## src/rtl/spart_rx_fifo.sv

```systemverilog
// SPART receiver: oversampled, glitch-filtered start detect, LSB-first 5-8 bit frames into a
// show-ahead FIFO with sticky error flags. Define SPART_RX_PARITY_EN to add an even-parity bit.
module spart_rx_fifo #(
  parameter int unsigned DATA_BITS  = 8,
  parameter int unsigned OS_RATE    = 16,
  parameter int unsigned FIFO_DEPTH = 4
) (
  input  logic                        clk,
  input  logic                        rst,
  input  logic                        rxd,
  input  logic                        sample_en,
  input  logic                        rd_en,
  input  logic                        clr_err,
  output logic [7:0]                  rdata,
  output logic                        rda,
  output logic [$clog2(FIFO_DEPTH):0] count,
  output logic                        overrun,
  output logic                        frame_err,
  output logic                        parity_err,
  output logic                        busy
);
  localparam int unsigned TW = $clog2(OS_RATE);
  localparam int unsigned AW = $clog2(FIFO_DEPTH);
  localparam int unsigned CW = AW + 1;
  localparam logic [TW-1:0] TcntOne  = TW'(1);
  localparam logic [TW-1:0] TcntHalf = TW'(OS_RATE / 2 - 1);
  localparam logic [TW-1:0] TcntLast = TW'(OS_RATE - 1);
  localparam logic [2:0]    BcntLast = 3'(DATA_BITS - 1);
  localparam logic [CW-1:0] CntOne   = CW'(1);
  localparam logic [CW-1:0] CntFull  = CW'(FIFO_DEPTH);
  localparam logic [AW-1:0] PtrOne   = AW'(1);

  typedef enum logic [2:0] {
    StIdle,
    StStart,
    StData,
`ifdef SPART_RX_PARITY_EN
    StParity,
`endif
    StStop,
    StBreak
  } state_e;

  state_e               state_q;
  logic                 sync_q;
  logic                 rxs;
  logic [TW-1:0]        tcnt_q;
  logic [2:0]           bcnt_q;
  logic [DATA_BITS-1:0] shreg_q;
  logic                 push_q;
  logic                 fe_set_q;
  logic                 bit_end;
`ifdef SPART_RX_PARITY_EN
  logic                 par_q;
  logic                 pe_set_q;
`endif

  always_ff @(posedge clk or negedge rst) begin
    if (!rst) begin
      sync_q <= 1'b1;
      rxs    <= 1'b1;
    end else begin
      sync_q <= rxd;
      rxs    <= sync_q;
    end
  end

  assign bit_end = (tcnt_q == TcntLast);

  // Receiver FSM; push/error pulses and busy are registered here.
  always_ff @(posedge clk or negedge rst) begin
    if (!rst) begin
      state_q  <= StIdle;
      tcnt_q   <= '0;
      bcnt_q   <= '0;
      shreg_q  <= '0;
      push_q   <= 1'b0;
      fe_set_q <= 1'b0;
      busy     <= 1'b0;
`ifdef SPART_RX_PARITY_EN
      par_q    <= 1'b0;
      pe_set_q <= 1'b0;
`endif
    end else begin
      push_q   <= 1'b0;
      fe_set_q <= 1'b0;
`ifdef SPART_RX_PARITY_EN
      pe_set_q <= 1'b0;
`endif
      if (sample_en) begin
        case (state_q)
          StIdle: begin
            if (!rxs) begin
              tcnt_q  <= '0;
              state_q <= StStart;
              busy    <= 1'b1;
            end
          end
          StStart: begin
            if (tcnt_q == TcntHalf) begin
              if (!rxs) begin
                tcnt_q  <= '0;
                bcnt_q  <= '0;
                state_q <= StData;
              end else begin
                state_q <= StIdle;
                busy    <= 1'b0;
              end
            end else begin
              tcnt_q <= tcnt_q + TcntOne;
            end
          end
          StData: begin
            if (bit_end) begin
              tcnt_q  <= '0;
              shreg_q <= {rxs, shreg_q[DATA_BITS-1:1]};
              bcnt_q  <= bcnt_q + 3'd1;
              if (bcnt_q == BcntLast) begin
`ifdef SPART_RX_PARITY_EN
                state_q <= StParity;
`else
                state_q <= StStop;
`endif
              end
            end else begin
              tcnt_q <= tcnt_q + TcntOne;
            end
          end
`ifdef SPART_RX_PARITY_EN
          StParity: begin
            if (bit_end) begin
              tcnt_q  <= '0;
              par_q   <= rxs;
              state_q <= StStop;
            end else begin
              tcnt_q <= tcnt_q + TcntOne;
            end
          end
`endif
          StStop: begin
            if (bit_end) begin
              tcnt_q <= '0;
              if (rxs) begin
                push_q   <= 1'b1;
`ifdef SPART_RX_PARITY_EN
                pe_set_q <= ^{shreg_q, par_q};
`endif
                state_q  <= StIdle;
                busy     <= 1'b0;
              end else begin
                fe_set_q <= 1'b1;
                state_q  <= StBreak;
              end
            end else begin
              tcnt_q <= tcnt_q + TcntOne;
            end
          end
          StBreak: begin
            if (rxs) begin
              state_q <= StIdle;
              busy    <= 1'b0;
            end
          end
          default: begin
            state_q <= StIdle;
            busy    <= 1'b0;
          end
        endcase
      end
    end
  end

  // shreg_q is stable in IDLE, so it serves as the write data for the registered push.
  logic [DATA_BITS-1:0] mem_q [FIFO_DEPTH];
  logic [AW-1:0]        wptr_q;
  logic [AW-1:0]        rptr_q;
  logic [CW-1:0]        cnt_q;
  logic                 full;
  logic                 do_pop;
  logic                 do_push;

  assign full    = (cnt_q == CntFull);
  assign rda     = (cnt_q != '0);
  assign do_pop  = rd_en && rda;
  assign do_push = push_q && (!full || do_pop);
  assign count   = cnt_q;
  assign rdata   = rda ? 8'(mem_q[rptr_q]) : 8'h00;

  always_ff @(posedge clk) begin
    if (do_push) begin
      mem_q[wptr_q] <= shreg_q;
    end
  end

  always_ff @(posedge clk or negedge rst) begin
    if (!rst) begin
      wptr_q <= '0;
      rptr_q <= '0;
      cnt_q  <= '0;
    end else begin
      if (do_push) wptr_q <= wptr_q + PtrOne;
      if (do_pop)  rptr_q <= rptr_q + PtrOne;
      if (do_push && !do_pop)      cnt_q <= cnt_q + CntOne;
      else if (do_pop && !do_push) cnt_q <= cnt_q - CntOne;
    end
  end

  // Set events take priority over clr_err.
  always_ff @(posedge clk or negedge rst) begin
    if (!rst) begin
      overrun   <= 1'b0;
      frame_err <= 1'b0;
    end else begin
      if (push_q && full && !do_pop) overrun <= 1'b1;
      else if (clr_err)              overrun <= 1'b0;
      if (fe_set_q)     frame_err <= 1'b1;
      else if (clr_err) frame_err <= 1'b0;
    end
  end

`ifdef SPART_RX_PARITY_EN
  always_ff @(posedge clk or negedge rst) begin
    if (!rst) begin
      parity_err <= 1'b0;
    end else if (push_q && pe_set_q) begin
      parity_err <= 1'b1;
    end else if (clr_err) begin
      parity_err <= 1'b0;
    end
  end
`else
  assign parity_err = 1'b0;
`endif

endmodule

```

## config.mk

```make
export PLATFORM = sky130hd
export DESIGN_NAME = spart_rx_fifo
export DESIGN_NICKNAME = d
export VERILOG_FILES = /design/src/rtl/spart_rx_fifo.sv
export SDC_FILE = /design/constraint.sdc
export NUM_CORES = 1
export LEC_CHECK = 0
export CAP_MARGIN = 30
export CORE_ASPECT_RATIO = 0.6
export CORE_MARGIN = 5
export CORE_UTILIZATION = 35
export DETAILED_ROUTE_END_ITERATION = 12
export GPL_TIMING_DRIVEN = 1
export HOLD_SLACK_MARGIN = 0.05
export PLACE_DENSITY_LB_ADDON = 0.12
export SLEW_MARGIN = 15
export SYNTH_ARGS = -nofsm -noshare
export SYNTH_HDL_FRONTEND = slang
export SYNTH_SLANG_ARGS = --single-unit
```

## constraint.sdc

```tcl
create_clock -name clk -period 5.05 [get_ports clk]
set_input_delay 1.515 -clock clk [delete_from_list [all_inputs] [get_ports clk]]
set_output_delay 1.515 -clock clk [all_outputs]
set_load 0.03 [all_outputs]
```

-- Word-level counts from Yosys, hierarchy flattened
Memories as Yosys holds them, arrays and structs flattened.
Cells that the tools add are included.
- bits in registers: 32
- RAM bits: 32
- input port bits: 6
- output and inout bits: 16
- logic and storage cells: 98
- memories: 1
- $add $sub $neg: 6
- eq/ne operators: 15
- multiplexer cells: 38
- bitwise gates (word level): 1
- reductions and logical operators: 23
- memory list (memory ; depth ; bits a word ; rd ports ; clocked after memory_dff ; wr ports ; RTL line ; text):
    mem_q ; 4 ; 8 ; 1 ; 0 ; 1 ; 174 ; logic [DATA_BITS-1:0] mem_q [FIFO_DEPTH];
- operators with widths (kind ; count):
    3-bit two-way mux ; 12
    1-bit two-way mux ; 17
    3-bit case mux with 5 select lines ; 1
    2-bit inequality test, second input constant ; 7
    4-bit two-way mux ; 3
    4-bit case mux with 3 select lines ; 1
    5-bit AND reduction ; 2
    3-bit equality test, second input constant ; 3
    8-bit two-way mux ; 1
    2-bit nonzero test ; 4
    7-bit AND reduction ; 1
    3-bit by 1-bit adder with 3-bit output, second input constant ; 2
    3-bit by 2-bit equality test with 1-bit output, second input constant ; 2
    1-bit logical AND ; 6
    3-bit case mux with 2 select lines ; 1
    3-bit nonzero test ; 2
    1-bit case mux with 5 select lines ; 1
    2-bit by 1-bit adder with 2-bit output, second input constant ; 2
    4-bit by 1-bit adder with 4-bit output, second input constant ; 1
    4-bit by 3-bit equality test with 1-bit output, second input constant ; 1
    4-bit equality test, second input constant ; 1
    3-bit by 1-bit equality test with 1-bit output, second input constant ; 1
    1-bit zero test ; 3
    3-bit zero test ; 1
    7 further kinds ; 7

-- Depth between registers and ports, before layout
Gate-level depths: netlist of the first run.
- word-level depth: 8
- depth in mapped cells: 9
- gate-level depth less buffers: 8

-- Worst setup path after synthesis of the first run
No wires, ideal clock.
- path kind: input -> register
- start point: input port rd_en
- end point: register cnt_q[1] (netlist: count[1])
- setup time: 0.125 ns
- data arrival time: 3.021 ns
- data required time: 4.925 ns
- setup slack: 1.904 ns
- stages on the path: 7
- buffers on the path: 1
- cell sequence: nor4b_1 nor2b_1 clkbuf_1 ha_1 inv_1 fa_1 mux2_2
- word-level cells in the longest chain between the ends: 6
- elaborated cells on any way between the ends: 9
- classes of those cells: mux (1); reduce/logical (8)
- ends and longest elaborated chain (item ; RTL line ; text):
    start, declared ; 12 ; input logic rd_en,
    1-bit logical AND (*) ; 184 ; assign do_pop = rd_en && rda;
    1-bit logical OR (*) ; 185 ; assign do_push = push_q && (!full || do_pop);
    1-bit logical AND (*) ; 185 ;
    named net do_push ; 180 ; logic do_push;
    1-bit zero test ; 204 ; else if (do_pop && !do_push) cnt_q <= cnt_q - CntOne;
    1-bit logical AND ; 204 ;
    2-bit nonzero test (no line) ; -- ;
    end signal, assigned ; 203 ; if (do_push && !do_pop) cnt_q <= cnt_q + CntOne;
    end signal, assigned ; 204 ;
    end, declared ; 177 ; logic [CW-1:0] cnt_q;
Mark *: on every way through the listed nets, which the timed path passes. The rest lies on a longest branch.
A chain may end at the register's enable or synchronous reset.

-- Worst setup path after layout of the first run
- start point: register rptr_q[0]
- end point: output port rdata[4]
- word-level cells in the longest chain between the ends: 2
- ends and longest elaborated chain (item ; RTL line ; text):
    start, declared ; 176 ; logic [AW-1:0] rptr_q;
    start signal, assigned ; 202 ; if (do_pop) rptr_q <= rptr_q + PtrOne;
    memory 4 x 8 bit ; -- ;
    8-bit two-way mux ; 187 ; assign rdata = rda ? 8'(mem_q[rptr_q]) : 8'h00;
    end, declared ; 14 ; output logic [7:0] rdata,
Every way passes these cells.

==> tab_implementation.tex, run 1 <==
\begin{tabular}{lr}
\hline
Metric & Value \\
\hline
\multicolumn{2}{l}{\textbf{Run status}} \\
Run status & finished, final reports clean \\
\multicolumn{2}{l}{\textbf{Place}} \\
Count of buffers from port buffering & 20 \\
Pre-CTS worst setup slack & 1.345 ns \\
Placed cell count & 319 \\
Half-perimeter wire length of the detailed placement result & 3.677 mm \\
GP Congestion & 0.7572 \\
\multicolumn{2}{l}{\textbf{Critical path}} \\
Crit path DAT & 2.39 ns \\
Endpoint of the most critical register-to-register path & count[2] \\
Delay of the slowest cell on the worst path & 0.73 ns \\
Worst setup path class & reg -> out \\
Max FO, Critical Path & 10 \\
Worst R2R Start & count[0] \\
Cell type group with the largest total delay on the critical path & flip-flops \\
Startpoint Class & flip-flop \\
Critical Path End Type & output port \\
CP Cell Sequence & mux4\_2, and2\_1, clkdlybuf4s50\_1 \\
Buffering stage count on the worst path with inverters included & 1 \\
Reg-to-reg setup timing slack & between 2 and 3 ns \\
Critical Path RT & between 3 and 4 ns \\
Worst-case reg-to-reg path depth & 8 \\
Slowest CP cell & dfrtp\_1 \\
\multicolumn{2}{l}{\textbf{Min path}} \\
Min-Delay Path Depth & 0 \\
Startpoint of the worst hold path & sync\_q \\
Kind of path behind the tightest hold check & reg -> reg \\
Endpoint with the worst hold slack & rxs \\
\multicolumn{2}{l}{\textbf{Timing}} \\
Slew at the pin closest to its max-slew limit & about 0.66 ns \\
Setup clock skew after layout & 0.007239 ns \\
Crit path setup slack, layout & roughly 1.1 ns \\
Sum Neg Setup Slack & 0 ns \\
Final setup fails & 0 \\
Final period util & about 77\% \\
Setup repair after global routing missed its margin & false \\
Max Clock Freq & around 260 MHz \\
Final max-slew violation count & 0 \\
Post-layout minimum cycle time & approximately 3.9 ns \\
Fin. Hold Viols & 0 \\
Worst relative slew slack & between 50\% and 60\% \\
\multicolumn{2}{l}{\textbf{Final layout}} \\
Layout overhead on the synthesized area & 19.86\% \\
Area of the multi-input gates & about 990 sq um \\
Share of cells above drive strength 1 & 15.42\% \\
Number of fill cells in the layout & 718 \\
Number of non-filler instances in the completed layout & between 300 and 400 \\
Antenna Diode Count & 0 \\
Sequential standard cell area & between 1500 and 2000 sq um \\
NumNets Final & approximately 240 \\
Final Core Density & 43.21\% \\
\multicolumn{2}{l}{\textbf{Routing}} \\
Overall via count from detail\_route & between 1500 and 2000 \\
Number of detailed-routing iterations run before antenna repair & 4 \\
Routed wire length & between 5 and 6 mm \\
Vias/cell & approximately 5.0 \\
Post-route DRC violation count & 0 \\
Routed wirelength normalized by instance count & roughly 16 microns \\
Initial DRC count & 150 \\
Final ANT Viol Nets & 0 \\
\multicolumn{2}{l}{\textbf{Floorplanning}} \\
Initial core utilization & 36.05\% \\
Top-level port count & 22 \\
FP Rows & 25 \\
Die extent in x & $\sim$130 microns \\
Die Ht & between 70 and 80 microns \\
Die ar. & approximately 10000 sq um \\
CORE AREA & about 7900 sq um \\
\multicolumn{2}{l}{\textbf{Synth}} \\
Yosys warning count & 0 \\
Most used flip-flop cell after synthesis & edfxtp\_1 \\
Synthesized Nets & between 200 and 250 \\
Share of Yosys cell area claimed by the top area cell type & between 30\% and 40\% \\
Share of async-settable or async-resettable flops after synthesis & 50.00\% \\
Avg Inst Size Synth & roughly 14 sq um \\
Count of cell types in the netlist & 48 \\
Portion of the post-synthesis area used by sequential elements & between 60\% and 70\% \\
Cell taking the most area after synthesis & edfxtp\_1 \\
Area of the mapped netlist & about 2800 sq um \\
Top cells by area in the synthesized netlist & edfxtp\_1 (34\%), dfrtp\_1 (26\%), mux4\_2 (6.3\%), mux2\_2 (3.6\%), ha\_1 (3.5\%) \\
Yosys reg bits & 64 \\
Number of synthesized flops with an enable pin & 32 \\
Gate count of the mapped netlist & 200 \\
\multicolumn{2}{l}{\textbf{Clocking}} \\
Post CTS Setup Buffer Count & 0 \\
Max Root-Sink Buffers & 2 \\
Worst-path clk slew & around 0.050 ns \\
Clock latency on the worst-skew pair & approximately 0.32 ns \\
Buffer type at the clock tree root & clkbuf\_16 \\
Resized Gates After CTS & 0 \\
Clock Sinks & 64 \\
H-tree depth reported by CTS & 3 \\
Num CTS Buffers & 9 \\
CTS tree & yes \\
Hold buffers post-CTS & 0 \\
\multicolumn{2}{l}{\textbf{Pwr}} \\
Highest ir drop seen on vdd & approximately 0.00016 V \\
PD cells & about 540 nW/um\^{}2 \\
Static leakage & 1.313 nW \\
\multicolumn{2}{l}{\textbf{Flow run}} \\
Reported max-cap violation count & 0 \\
\multicolumn{2}{l}{\textbf{Global routing}} \\
First-pass GRT wire length & between 8 and 9 mm \\
Via count of the first global-routing pass & roughly 1600 \\
Number of antenna violations at the first check in global routing & 0 \\
Global-route usage over all layers & between 10\% and 20\% \\
Largest net degree at the start of global routing & 33 \\
Total global routing overflow & 0 \\
\hline
\end{tabular}
## where the power goes
group          switching (W)  leakage, nW  internal, W
registers          0.0000990        0.658     0.000599
clock network       0.000201        0.136     0.000373
logic               0.000288        0.519     0.000285
## layout by cell type, fill, tap and decap left out, drive strengths merged, types with 4 or more instances in the layout
cell	n
nand3	7
mux2	9
ha	8
and2	12
nor2	9
nand2	11
o21ai	6
mux4	8
inv	7
edfxtp	32
dfrtp	30
xnor2	4
clkinv	5
clkbuf	10
clkdlybuf4s50	20
## per-stage QoR
stage               hold WS [ns]  area, sq um  total power, W
finish                    0.3547         3406        0.001845
global route              0.3623         3406        0.001953
CTS                       0.3550         3406        0.001870
detailed placement        0.3475         3127        0.001286
global placement          0.3465         3127        0.001287
floorplan                 0.3452         2841        0.001082
## cell families (layout without fill, tap and decap cells)
| logic type | count (synthesis) | after routing | synth area share [%] |
|---|---|---|---|
| DFF | 64 | 64 | 62.09 |
| and+or+nand+nor | 56 | 56 | 10.79 |
| AOI/OAI and AO/OA | 27 | 27 | 7.046 |
| muxes | 19 | 19 | 10.61 |
| buffers and inverters | 17 | 44 | 2.950 |
| adders and majority gates | 9 | 9 | 4.227 |
| xor gates and xnor gates | 7 | 7 | 2.158 |
| other | 1 | 1 | 0.1320 |
## cells in the mapped netlist (2+ instances only)
| cell | number |
|---|---|
| a21o_1 | 2 |
| a22o_1 | 2 |
| a31oi_1 | 2 |
| a32o_1 | 3 |
| and2_1 | 12 |
| buf_2 | 4 |
| buf_4 | 2 |
| clkbuf_1 | 3 |
| dfrtp_1 | 30 |
| dfstp_2 | 2 |
| edfxtp_1 | 32 |
| ha_1 | 8 |
| inv_1 | 7 |
| mux2_2 | 9 |
| mux2i_1 | 2 |
| mux4_2 | 8 |
| nand2_1 | 11 |
| nand2b_1 | 3 |
| nand3_1 | 6 |
| nor2_1 | 8 |
| nor2b_1 | 3 |
| nor3_1 | 3 |
| o21ai_0 | 6 |
| o2bb2ai_1 | 2 |
| or3_1 | 2 |
| xnor2_1 | 4 |
| xor2_1 | 3 |
## worst reg2reg max path: cells and delay by family, from the launching register on
family,cells,cell delay (ns)
buffers and inverters,1,0.06
and+or+nand+nor,3,0.82
DFF,1,0.44
xor gates and xnor gates,2,0.30
adders and majority gates,2,0.58
## metal layers
| metal | global-route usage [%] | wire, microns | vias up | part of all wire [%] |
|---|---|---|---|---|
| met5 | 0 | 0 | - | 0 |
| met4 | 4.497 | 49 | 0 | 0.92 |
| met3 | 4.947 | 343 | 6 | 6.5 |
| met2 | 15.11 | 2181 | 46 | 41 |
| met1 | 16.77 | 2735 | 828 | 52 |
| li1 | - | - | 786 | - |
## area by class of cell
type                            instances  share of cell area (%)
Tap cell                              108                   3.968
Inverter                                7                  0.7715
Clock buffer                           10                   6.723
Timing Repair Buffer                   21                   6.098
Sequential cell                        64                   51.80
Clock inverter                          6                   1.470
Multi-Input combinational cell        119                   29.17
## worst max path at each step
stage,startpoint,endpoint,slack (ns),cells after the start
detailed placement,rd_en,count[2],1.34,9
finish,rptr_q[0],rdata[4],1.15,3
global route,rptr_q[0],rdata[3],1.00,3
floorplan,rd_en,count[1],1.90,7
global placement,rd_en,count[1],1.40,7
CTS,rptr_q[0],rdata[4],1.10,3
## registers in the layout (all words and copies together), names as in the netlist
register and count:
bcnt_q 3, busy 1, count 3, fe_set_q 1, frame_err 1, mem_q 32
overrun 1, push_q 1, rptr_q 2, rxs 1, shreg_q 8, state_q 3
sync_q 1, tcnt_q 4, wptr_q 2
Power figures use the tool's default switching activity.
==> run 2: changes to the inputs <==
clock period = 3.8 ns   (was 5.05 ns; I/O delays follow)
==> run 2 against run 1 <==
Effect of this change: die area unchanged; sequential power increased by 29%; cell count increased by 0.60%; register-to-register slack got worse by 1.3 ns; combinational power increased by 39%; wire length increased by 0.64%; largest cell class unchanged; highest routed layer unchanged.
==> tab_implementation.tex, run 2 (synthesis results as in run 1) <==
\begin{tabular}{lr}
\hline
Metric & Value \\
\hline
\multicolumn{2}{l}{\textbf{Global routing}} \\
First-pass GRT wire length & $\sim$9.0 mm \\
Number of antenna violations at the first check in global routing & 0 \\
Total global routing overflow & 0 \\
Largest net degree at the start of global routing & 33 \\
Global-route usage over all layers & a little under an eighth \\
Via count of the first global-routing pass & between 1500 and 2000 \\
\multicolumn{2}{l}{\textbf{Timing}} \\
Fin. Hold Viols & 0 \\
Worst relative slew slack & 60.68\% \\
Worst hold slack after final layout & roughly 0.35 ns \\
Slew at the pin closest to its max-slew limit & slightly below 0.6 ns \\
Setup repair after global routing missed its margin & false \\
Setup clock skew after layout & around 0.0064 ns \\
Final max-slew violation count & 0 \\
Max Clock Freq & 304.0 MHz \\
Final setup fails & 0 \\
Final period util & 86.57\% \\
Sum Neg Setup Slack & 0 ns \\
Post-layout minimum cycle time & 3.289 ns \\
\multicolumn{2}{l}{\textbf{Routing}} \\
Initial DRC count & 91 \\
Number of detailed-routing iterations run before antenna repair & 4 \\
Vias/cell & between 4 and 5 \\
Final ANT Viol Nets & 0 \\
Routed wire length & between 5 and 6 mm \\
Post-route DRC violation count & 0 \\
Routed wirelength normalized by instance count & roughly 16 microns \\
Overall via count from detail\_route & 1650 \\
\multicolumn{2}{l}{\textbf{Clocking}} \\
Buffer type at the clock tree root & clkbuf\_16 \\
CTS tree & yes \\
Clock Sinks & 64 \\
Post CTS Setup Buffer Count & 0 \\
H-tree depth reported by CTS & 3 \\
Resized Gates After CTS & 0 \\
Num CTS Buffers & 9 \\
Clock latency on the worst-skew pair & around 0.32 ns \\
Hold buffers post-CTS & 0 \\
Max Root-Sink Buffers & 2 \\
Worst-path clk slew & around 0.05 ns \\
\multicolumn{2}{l}{\textbf{Critical path}} \\
Startpoint Class & flip-flop \\
Delay of the slowest cell on the worst path & 0.59 ns \\
CP Cell Sequence & or3\_1, and2\_1, clkdlybuf4s50\_1 \\
Cell type group with the largest total delay on the critical path & simple AND/OR/NAND/NOR gates \\
Critical Path End Type & output port \\
Critical Path RT & 2.66 ns \\
Worst setup path class & reg -> out \\
Slowest CP cell & clkdlybuf4s50\_1 \\
Crit path DAT & approximately 2.2 ns \\
Max FO, Critical Path & 11 \\
Buffering stage count on the worst path with inverters included & 1 \\
\multicolumn{2}{l}{\textbf{Final layout}} \\
Antenna Diode Count & 0 \\
Leading cell type in the layout, fill and taps excluded & edfxtp\_1 \\
Post-layout instance area & roughly 3500 sq um \\
Flip-flop count of the largest register, all copies and words added & 32 \\
Top register by number of flip-flops & mem\_q \\
Most frequent cells in the layout & edfxtp\_1 (32), dfrtp\_1 (30), clkdlybuf4s50\_1 (20) \\
NumNets Final & 239 \\
Largest registers & mem\_q x32, shreg\_q x8, tcnt\_q x4 \\
Number of fill cells in the layout & around 720 \\
Share of cells above drive strength 1 & a little under a fifth \\
Layout overhead on the synthesized area & 23.03\% \\
Number of non-filler instances in the completed layout & around 340 \\
\multicolumn{2}{l}{\textbf{Floorplanning}} \\
Die Ht & $\sim$80 microns \\
Die ar. & 10080 sq um \\
CORE AREA & 7883 sq um \\
Top-level port count & 22 \\
Die extent in x & 126.3 microns \\
FP Rows & 25 \\
Initial core utilization & between 30\% and 40\% \\
\multicolumn{2}{l}{\textbf{Place}} \\
Count of buffers from port buffering & 20 \\
Area post-placement & approximately 3100 sq um \\
Placed cell count & between 300 and 400 \\
GP Congestion & around 0.78 \\
Half-perimeter wire length of the detailed placement result & roughly 3.7 mm \\
\multicolumn{2}{l}{\textbf{Pwr}} \\
Static leakage & roughly 1.4 nW \\
Tot Pwr & between 0.002 and 0.003 W \\
Highest ir drop seen on vdd & between 0.0002 and 0.00025 V \\
PD cells & about 760 nW/um\^{}2 \\
\multicolumn{2}{l}{\textbf{Flow run}} \\
Reported max-cap violation count & 0 \\
\multicolumn{2}{l}{\textbf{Min path}} \\
Kind of path behind the tightest hold check & reg -> reg \\
\multicolumn{2}{l}{\textbf{Run status}} \\
Run status & finished, final reports clean \\
\hline
\end{tabular}
-- run 2: final timing paths --
check,depth (start not counted),endpoint,slack [ns],from
max,3,rdata[7],0.51,count[0]
min,0,rxs,0.35,sync_q
max reg2reg,8,count[2],1.51,count[0]
min reg2reg,0,rxs,0.35,sync_q
max in group asynchronous,2,sync_q,2.23,rst
min in group asynchronous,2,count[2],1.23,rst
-- run 2: power breakdown --
part	leakage, nW	switching, W	internal, W	total, W
clock network	0.169	0.000296	0.000661	0.000957
logic	0.529	0.000408	0.000384	0.000793
registers	0.658	0.000104	0.000796	0.000900
total	1.36	0.000808	0.00184	0.00265
-- run 2: layer usage --
metal  GRT usage [%]  share of wire (%)
met4           3.212               0.95
met2           15.48                 38
met3           4.612                6.0
met5               0                  0
met1           17.74                 55
-- run 2: metrics by stage --
stage / setup slack (ns) / utilization [%]
final: 0.5105 / 44.35
after global routing: 0.3918 / 44.35
after CTS: 0.4568 / 44.35
after detailed placement: 0.4720 / 39.86
after global placement: 0.5033 / 39.86
after floorplan: 1.029 / -
-- run 2: cell type report --
class                           count  area (sq um)  area share (%)
Sequential cell                    64          1764           50.47
Multi-Input combinational cell    119         993.5           28.42
Clock buffer                       10         239.0           6.836
Timing Repair Buffer               23         222.7           6.371
Tap cell                          108         135.1           3.865
Clock inverter                      6         115.1           3.293
Inverter                            7         26.28          0.7516
